`src/rtl/bus_receiver_pkg.sv`:
```
// Shared frame layout, FSM state type and serial CRC-4 step for the bus receiver and its senders.
package bus_receiver_pkg;

  typedef enum logic [1:0] {
    ST_IDLE = 2'd0,
    ST_ADDR = 2'd1,
    ST_DATA = 2'd2,
    ST_CRC  = 2'd3
  } rx_state_e;

  localparam int ADDR_W    = 4;
  localparam int DATA_W    = 64;
  localparam int CRC_W     = 4;
  localparam int FRAME_LEN = 1 + ADDR_W + DATA_W + CRC_W;  // 73 bits including start bit
  localparam int CNT_W     = 7;

  // x^4 + x + 1, implicit x^4 term
  localparam logic [CRC_W-1:0] CRC_POLY = 4'h3;

  function automatic logic [CRC_W-1:0] crc4_step(input logic [CRC_W-1:0] rem, input logic b);
    logic fb;
    fb = b ^ rem[CRC_W-1];
    return {rem[CRC_W-2:0], 1'b0} ^ (fb ? CRC_POLY : '0);
  endfunction

endpackage

```
`src/rtl/bus_receiver_crc4_serial.sv`:
```
// Bit-serial CRC-4 (x^4+x+1, init 0, no reflection, no final XOR), shared with the senders.
module crc4_serial
  import bus_receiver_pkg::*;
(
  input  logic             clk_i,
  input  logic             clear_i,
  input  logic             en_i,
  input  logic             bit_i,
  output logic [CRC_W-1:0] rem_o
);

  logic [CRC_W-1:0] rem_q;
  logic [CRC_W-1:0] rem_d;

  always_comb begin
    rem_d = rem_q;
    if (clear_i) begin
      rem_d = '0;
    end else if (en_i) begin
      rem_d = crc4_step(rem_q, bit_i);
    end
  end

  always_ff @(posedge clk_i) begin
    rem_q <= rem_d;
  end

  assign rem_o = rem_q;

endmodule

```
`src/rtl/bus_receiver.sv`:
```
// Serial frame receiver: start bit, 4-bit address, 64-bit data, 4-bit CRC, one bit per clock.
// CRC checking is built only when BUS_RECEIVER_CRC_CHECK_EN is defined.
module bus_receiver
  import bus_receiver_pkg::*;
#(
  parameter logic [ADDR_W-1:0] MY_ADDR = 4'd1
) (
  input  logic              clock,
  input  logic              reset,
  input  logic              bus_in,
  input  logic              data_ready,
  output logic [DATA_W-1:0] data_out,
  output logic              data_valid,
  output logic              crc_err,
  output logic              overrun
);

  localparam logic [CNT_W-1:0] ADDR_LAST = CNT_W'(ADDR_W - 1);
  localparam logic [CNT_W-1:0] DATA_LAST = CNT_W'(DATA_W - 1);
  localparam logic [CNT_W-1:0] CRC_LAST  = CNT_W'(CRC_W - 1);

  rx_state_e         state_q, state_d;
  logic [CNT_W-1:0]  cnt_q, cnt_d;
  logic [ADDR_W-1:0] addr_q, addr_d;
  logic [DATA_W-1:0] shift_q, shift_d;
  logic [DATA_W-1:0] data_out_q, data_out_d;
  logic              valid_q, valid_d;
  logic              crc_err_q, crc_err_d;
  logic              overrun_q, overrun_d;
  logic              addr_en, data_en, frame_done;
  logic              crc_ok, addr_hit, accept, consume;

  always_ff @(posedge clock) begin
    if (reset) begin
      state_q <= ST_IDLE;
      cnt_q   <= '0;
    end else begin
      state_q <= state_d;
      cnt_q   <= cnt_d;
    end
  end

  // Counter restarts at zero on every state entry.
  always_comb begin
    state_d = state_q;
    cnt_d   = cnt_q + 1'b1;
    unique case (state_q)
      ST_IDLE: begin
        cnt_d = '0;
        if (bus_in) state_d = ST_ADDR;
      end
      ST_ADDR: if (cnt_q == ADDR_LAST) begin
        state_d = ST_DATA;
        cnt_d   = '0;
      end
      ST_DATA: if (cnt_q == DATA_LAST) begin
        state_d = ST_CRC;
        cnt_d   = '0;
      end
      ST_CRC: if (cnt_q == CRC_LAST) begin
        state_d = ST_IDLE;
        cnt_d   = '0;
      end
      default: begin
        state_d = ST_IDLE;
        cnt_d   = '0;
      end
    endcase
  end

  always_comb begin
    addr_en    = 1'b0;
    data_en    = 1'b0;
    frame_done = 1'b0;
    unique case (state_q)
      ST_ADDR: addr_en    = 1'b1;
      ST_DATA: data_en    = 1'b1;
      ST_CRC:  frame_done = (cnt_q == CRC_LAST);
      default: ;
    endcase
  end

  assign addr_d  = addr_en ? {addr_q[ADDR_W-2:0], bus_in} : addr_q;
  assign shift_d = data_en ? {shift_q[DATA_W-2:0], bus_in} : shift_q;

  always_ff @(posedge clock) begin
    addr_q  <= addr_d;
    shift_q <= shift_d;
  end

`ifdef BUS_RECEIVER_CRC_CHECK_EN
  logic [CRC_W-1:0] crc_rem;
  logic [CRC_W-2:0] crc_rx_q;

  crc4_serial u_crc (
    .clk_i   (clock),
    .clear_i (reset || (state_q == ST_IDLE)),
    .en_i    (addr_en || data_en),
    .bit_i   (bus_in),
    .rem_o   (crc_rem)
  );

  always_ff @(posedge clock) begin
    if (state_q == ST_CRC) crc_rx_q <= {crc_rx_q[CRC_W-3:0], bus_in};
  end

  // The last CRC bit is compared straight off the bus on the deciding edge.
  assign crc_ok = ({crc_rx_q, bus_in} == crc_rem);
`else
  assign crc_ok = 1'b1;
`endif

  assign addr_hit = (addr_q == MY_ADDR);
  assign consume  = valid_q && data_ready;
  assign accept   = frame_done && addr_hit && crc_ok;

  always_comb begin
    data_out_d = data_out_q;
    valid_d    = valid_q && !consume;
    overrun_d  = 1'b0;
    crc_err_d  = frame_done && addr_hit && !crc_ok;
    if (accept) begin
      if (!valid_q || consume) begin
        data_out_d = shift_q;
        valid_d    = 1'b1;
      end else begin
        overrun_d  = 1'b1;
      end
    end
  end

  always_ff @(posedge clock) begin
    if (reset) begin
      data_out_q <= '0;
      valid_q    <= 1'b0;
      crc_err_q  <= 1'b0;
      overrun_q  <= 1'b0;
    end else begin
      data_out_q <= data_out_d;
      valid_q    <= valid_d;
      crc_err_q  <= crc_err_d;
      overrun_q  <= overrun_d;
    end
  end

  assign data_out   = data_out_q;
  assign data_valid = valid_q;
  assign crc_err    = crc_err_q;
  assign overrun    = overrun_q;

endmodule

```
`config.mk`:
```
export PLATFORM = sky130hd
export DESIGN_NAME = bus_receiver
export DESIGN_NICKNAME = d
export VERILOG_FILES = /design/src/rtl/bus_receiver_pkg.sv /design/src/rtl/bus_receiver_crc4_serial.sv /design/src/rtl/bus_receiver.sv
export SDC_FILE = /design/constraint.sdc
export NUM_CORES = 1
export LEC_CHECK = 0
export CAP_MARGIN = 25
export CORE_UTILIZATION = 55
export DETAILED_ROUTE_END_ITERATION = 10
export PLACE_DENSITY = 0.79
export REMOVE_ABC_BUFFERS = 1
export SLEW_MARGIN = 20
export SYNTH_ARGS = -nofsm -noshare
export SYNTH_HDL_FRONTEND = slang
export SYNTH_HIERARCHICAL = 1
export SYNTH_SLANG_ARGS = --single-unit
export TNS_END_PERCENT = 100
```
`constraint.sdc`:
```
create_clock -name clock -period 3.9 [get_ports clock]
set_input_delay 0.78 -clock clock [delete_from_list [all_inputs] [get_ports clock]]
set_output_delay 0.78 -clock clock [all_outputs]
set_load 0.02 [all_outputs]
```
; Word-level counts from Yosys, hierarchy flattened
; Index checks and enable logic that the tools add are counted.
[totals]
ff_bits = 143
in_bits = 4
output_inout_bits = 67
[op_classes]
bitwise = 1
addsub = 1
n_mux = 14
n_reduce_logical = 11
eq_ne = 10
[ops]
columns = op, count
row1 = case mux 7 bit (3 select lines), 1
row2 = two-way mux 7 bit, 2
row3 = two-way mux 2 bit, 4
row4 = "!= test 2 bit, second input constant", 4
row5 = case mux 2 bit (4 select lines), 1
row6 = "adder 7 x 1 -> 7 bit, second input constant", 1
row7 = "equality test 7 x 2 -> 1 bit, second input constant", 1
row8 = "equality test 7 x 6 -> 1 bit, second input constant", 1
row9 = two-way mux 1 bit, 6
row10 = "equality test 2 bit, second input constant", 2
row11 = "equality test 4 x 1 -> 1 bit, second input constant", 1
row12 = AND reduction 4 bit, 1
row13 = OR reduction 2 bit, 2
row14 = logical AND 1 bit, 3
row15 = "equality test 2 x 1 -> 1 bit, second input constant", 1
row16 = zero test 1 bit, 2
row17 = zero test 2 bit, 1
row18 = AND reduction 2 bit, 1
row19 = logical OR 1 bit, 1
row20 = NOT 1 bit, 1

; Longest topological paths before layout
[logic_depth]
depth_word = 5
depth_mapped = 7
mapped_depth_nobuf = 6

; Least setup slack after synthesis
; No wires, ideal clock.
[synth_path]
path_type = flip-flop to flip-flop
startpoint = register state_q[0]
endpoint = register cnt_q[2]
setup_time_ns = 0.065
path_stages_with_launch = 6
t_required_ns = 3.835
slack_ns = 1.050
arrival_time_ns = 2.786
synth_period_minus_slack_ns = 2.850
path_buffers = 0
cell_sequence = dfxtp_1 inv_1 ha_1 o31ai_1 a211o_1 nor2_1
[synth_between]
elab_chain_len = 3
word_cells_on_any_way = 6
[synth_lines]
columns = element, line_no
row1 = from (decl), bus_receiver.sv:22  ; rx_state_e state_q, state_d;
row2 = from (signal assigned), bus_receiver.sv:38  ; state_q <= state_d;
row3 = equality test 2 bit or equality test 2 x 1 -> 1 bit (tied branches), bus_receiver.sv:47  ; unique case (state_q)
row4 = OR reduction 2 bit (no source line), n/a
row5 = case mux 7 bit (3 select lines) (*), bus_receiver.sv:47
row6 = to (signal assigned), bus_receiver.sv:39  ; cnt_q <= cnt_d;
row7 = to (decl), bus_receiver.sv:23  ; logic [CNT_W-1:0] cnt_q, cnt_d;
; Every way passes the cells marked *; elsewhere a longest branch is shown, timed or not.
; A chain may end at the register's enable or synchronous reset.

; Final worst setup path
[layout_path]
startpoint = register data_out_q[40], in the netlist data_out[40]
endpoint = output port data_out[40]
[layout_rtl]
columns = element, line_no
row1 = from (decl), bus_receiver.sv:26  ; logic [DATA_W-1:0] data_out_q, data_out_d;
row2 = from (signal assigned), bus_receiver.sv:139  ; data_out_q <= data_out_d;
row3 = to (decl), bus_receiver.sv:12  ; output logic [DATA_W-1:0] data_out,
; No word-level cell between the ends.

==> run metrics <==
syn avg cell area 13.67 sq um; top_reg_cell synth dfxtp_1; Final Hold Fails 0; Synth area leader edfxtp_1; initial antenna violation count 0; R2R depth 5; critical path arrival 1.50 ns; Worst-Skew Late Latency 0.51 ns; P_leak 2.212 nW; RSZ-0062 raised after global routing false; RR Endpoint cnt_q[6]; Peak Freq 438.7 MHz; crit path capture type output port; Worst Setup Path Type flip-flop to output port; R2R Path Start state_q[0]; Initial Util 0.5678; worst-path maximum fanout 2; Netlist cell types 28; required time worst endpoint 3.12 ns; post-cts resize count 0; per-cell routed wire length 14.21 um; GR Overflow Total 0; Hold Buf Count CTS 0; Startpoint Class flip-flop; port bufs 69; Hold Path Class flip-flop to flip-flop; clock tree sinks 143; number of global-route vias before repair 2791; CP max-delay cell clkdlybuf4s50_1; post-synthesis async set-or-reset flop share 0; total die area 0.01050 sq mm; final WL 8798 um; CP Cell Sequence clkdlybuf4s50_1; Total Power 3.697 mW; Tcrit/Tclk final 0.5845; Syn. warnings 6; area added between synthesis and finish 22.75%; R2R setup slack 1.75 ns; clock root buffer clkbuf_8; total number of vias 3074; Pwr Density 542.7 mW/mm^2; most numerous cell in the Yosys netlist nand2b_1; CTS buffer count 17; vias per cell 4.966; GRT Util Overall 0.1788; VDD IR max 0.3446 mV; Seq cells post-synth 143; drt drc 0; hold_sp shift_q[16]; Nets 483; number of max-cap violations 0; status completed; largest net degree at the start of global routing 135; H-tree depth 4; die height 102.5 um; max incr delay on CP 0.62 ns; first-pass GRT wire length 13880 um; row count 36; Final Skew 0.01244 ns; Post-synth EDFFs 68; Pre-antenna DRT Iters 4; Max-slew headroom 0.4057; final setup violation count 0; Slew Limit Fails 0; share of cells above drive strength 1 0.08025; Least-Margin Pin Slew 0.8915 ns; sequential share of the synthesized area 0.6384; post-route setup TNS 0 ns; Buffers & Inverters on Critical Path 1; crit path to data_out[40]; antenna-violating nets left 0; Fillers 732; Chip Width 102.5 um; CTS clk-pin slew, worst paths 0.06 ns; count of cell instances traversed by the critical path 1; CP delay by family, top buffers and inverters; top post-synthesis cells by area edfxtp_1, dfxtp_1, nand2b_1; min Tclk post-route 2.279 ns; core footprint 0.009774 sq mm; GPL Wtd Cong 0.7161; Initial DRC Count 103; dpl hpwl 4811 um; IO Count 71; synthesized netlist cell count 406; Antenna diodes 0; Crit. Startpoint data_out[40]; Synth top area share 0.3679; Synth top cells by count nand2b_1, dfxtp_1, edfxtp_1, mux2i_1, clkbuf_1; Max clock buf depth 2; CTS tree done; Post-CTS Setup Bufs 0; synthesized area 0.005550 sq mm
==> metrics by stage <==
| step | instances | hold slack [ns] | worst slack (ns) | instance area (sq um) | utilization |
|---|---|---|---|---|---|
| after global routing | 619 | 0.4461 | 1.565 | 6813 | 0.6970 |
| final | 619 | 0.4492 | 1.621 | 6813 | 0.6970 |
| after floorplan | 383 | 0.4132 | 1.050 | 5346 | - |
| after global placement | 587 | 0.4225 | 1.670 | 6251 | 0.6395 |
| after detailed placement | 587 | 0.4359 | 1.595 | 6251 | 0.6395 |
| after CTS | 619 | 0.4478 | 1.588 | 6813 | 0.6970 |
==> final cells by class <==
cell class,instances,area (sq um),share of cell area
timing repair buffer,71,725.7,0.1065
tap,133,166.4,0.02443
sequential,143,3543,0.5201
multi-input combinational,237,1804,0.2648
inverter,3,11.26,0.001653
clock inverter,12,136.4,0.02002
clock buffer,20,425.4,0.06244
==> metal layers <==
metal | up-vias | track usage | wire length, um
met5 | - | 0 | 0
met4 | 0 | 0.09890 | 108
met3 | 10 | 0.03899 | 291
met2 | 64 | 0.2636 | 4153
met1 | 1486 | 0.2463 | 4244
li1 | 1514 | - | -
==> cells by family (layout without fill, tap and decap cells) <==
| kind of cell | after synthesis | count (layout) | synth area share |
|---|---|---|---|
| DFF | 143 | 143 | 0.6384 |
| and+or+nand+nor | 152 | 152 | 0.1727 |
| muxes | 65 | 65 | 0.1172 |
| other | 1 | 1 | 0.0006756 |
| adders and majority gates | 6 | 6 | 0.01353 |
| AOI/OAI and AO/OA | 8 | 8 | 0.01082 |
| buffers and inverters | 26 | 106 | 0.03877 |
| xor gates and xnor gates | 5 | 5 | 0.007891 |
==> worst min path at each step <==
stage / end / cells after the start
after CTS: shift_q[1] / 0
after detailed placement: addr_q[1] / 0
after floorplan: cnt_q[0] / 1
after global placement: cnt_q[0] / 1
after global routing: shift_q[1] / 0
final: shift_q[17] / 0
==> state kept, by name, indices dropped and copies added, names as in the netlist <==
signal      cells
data_out       64
shift_q        64
cnt_q           7
addr_q          4
state_q         2
data_valid      1
overrun         1
==> cells in the final DEF, fill, tap and decap left out, types with 2 or more instances in the layout <==
cell / Yosys / layout
clkdlybuf4s50_1: 0 / 68
xor2_1: 2 / 2
clkbuf_16: 0 / 16
clkinvlp_4: 0 / 3
clkinv_4: 0 / 2
edfxtp_1: 68 / 68
clkinv_2: 0 / 2
inv_6: 0 / 3
inv_1: 3 / 3
buf_12: 7 / 2
bufinv_16: 0 / 2
a21oi_1: 2 / 2
nand2b_1: 132 / 132
dfxtp_1: 75 / 75
ha_1: 6 / 5
clkbuf_1: 15 / 3
xnor2_1: 3 / 3
nor2_1: 11 / 11
mux2i_1: 65 / 65
nand3_1: 2 / 2
==> where the power goes <==
part | internal, mW | switching (mW) | total [mW]
sequential | 1.80 | 0.0804 | 1.88
clock | 0.915 | 0.610 | 1.53
combinational | 0.0990 | 0.188 | 0.287
total | 2.82 | 0.879 | 3.70
Power figures use the tool's default switching activity.
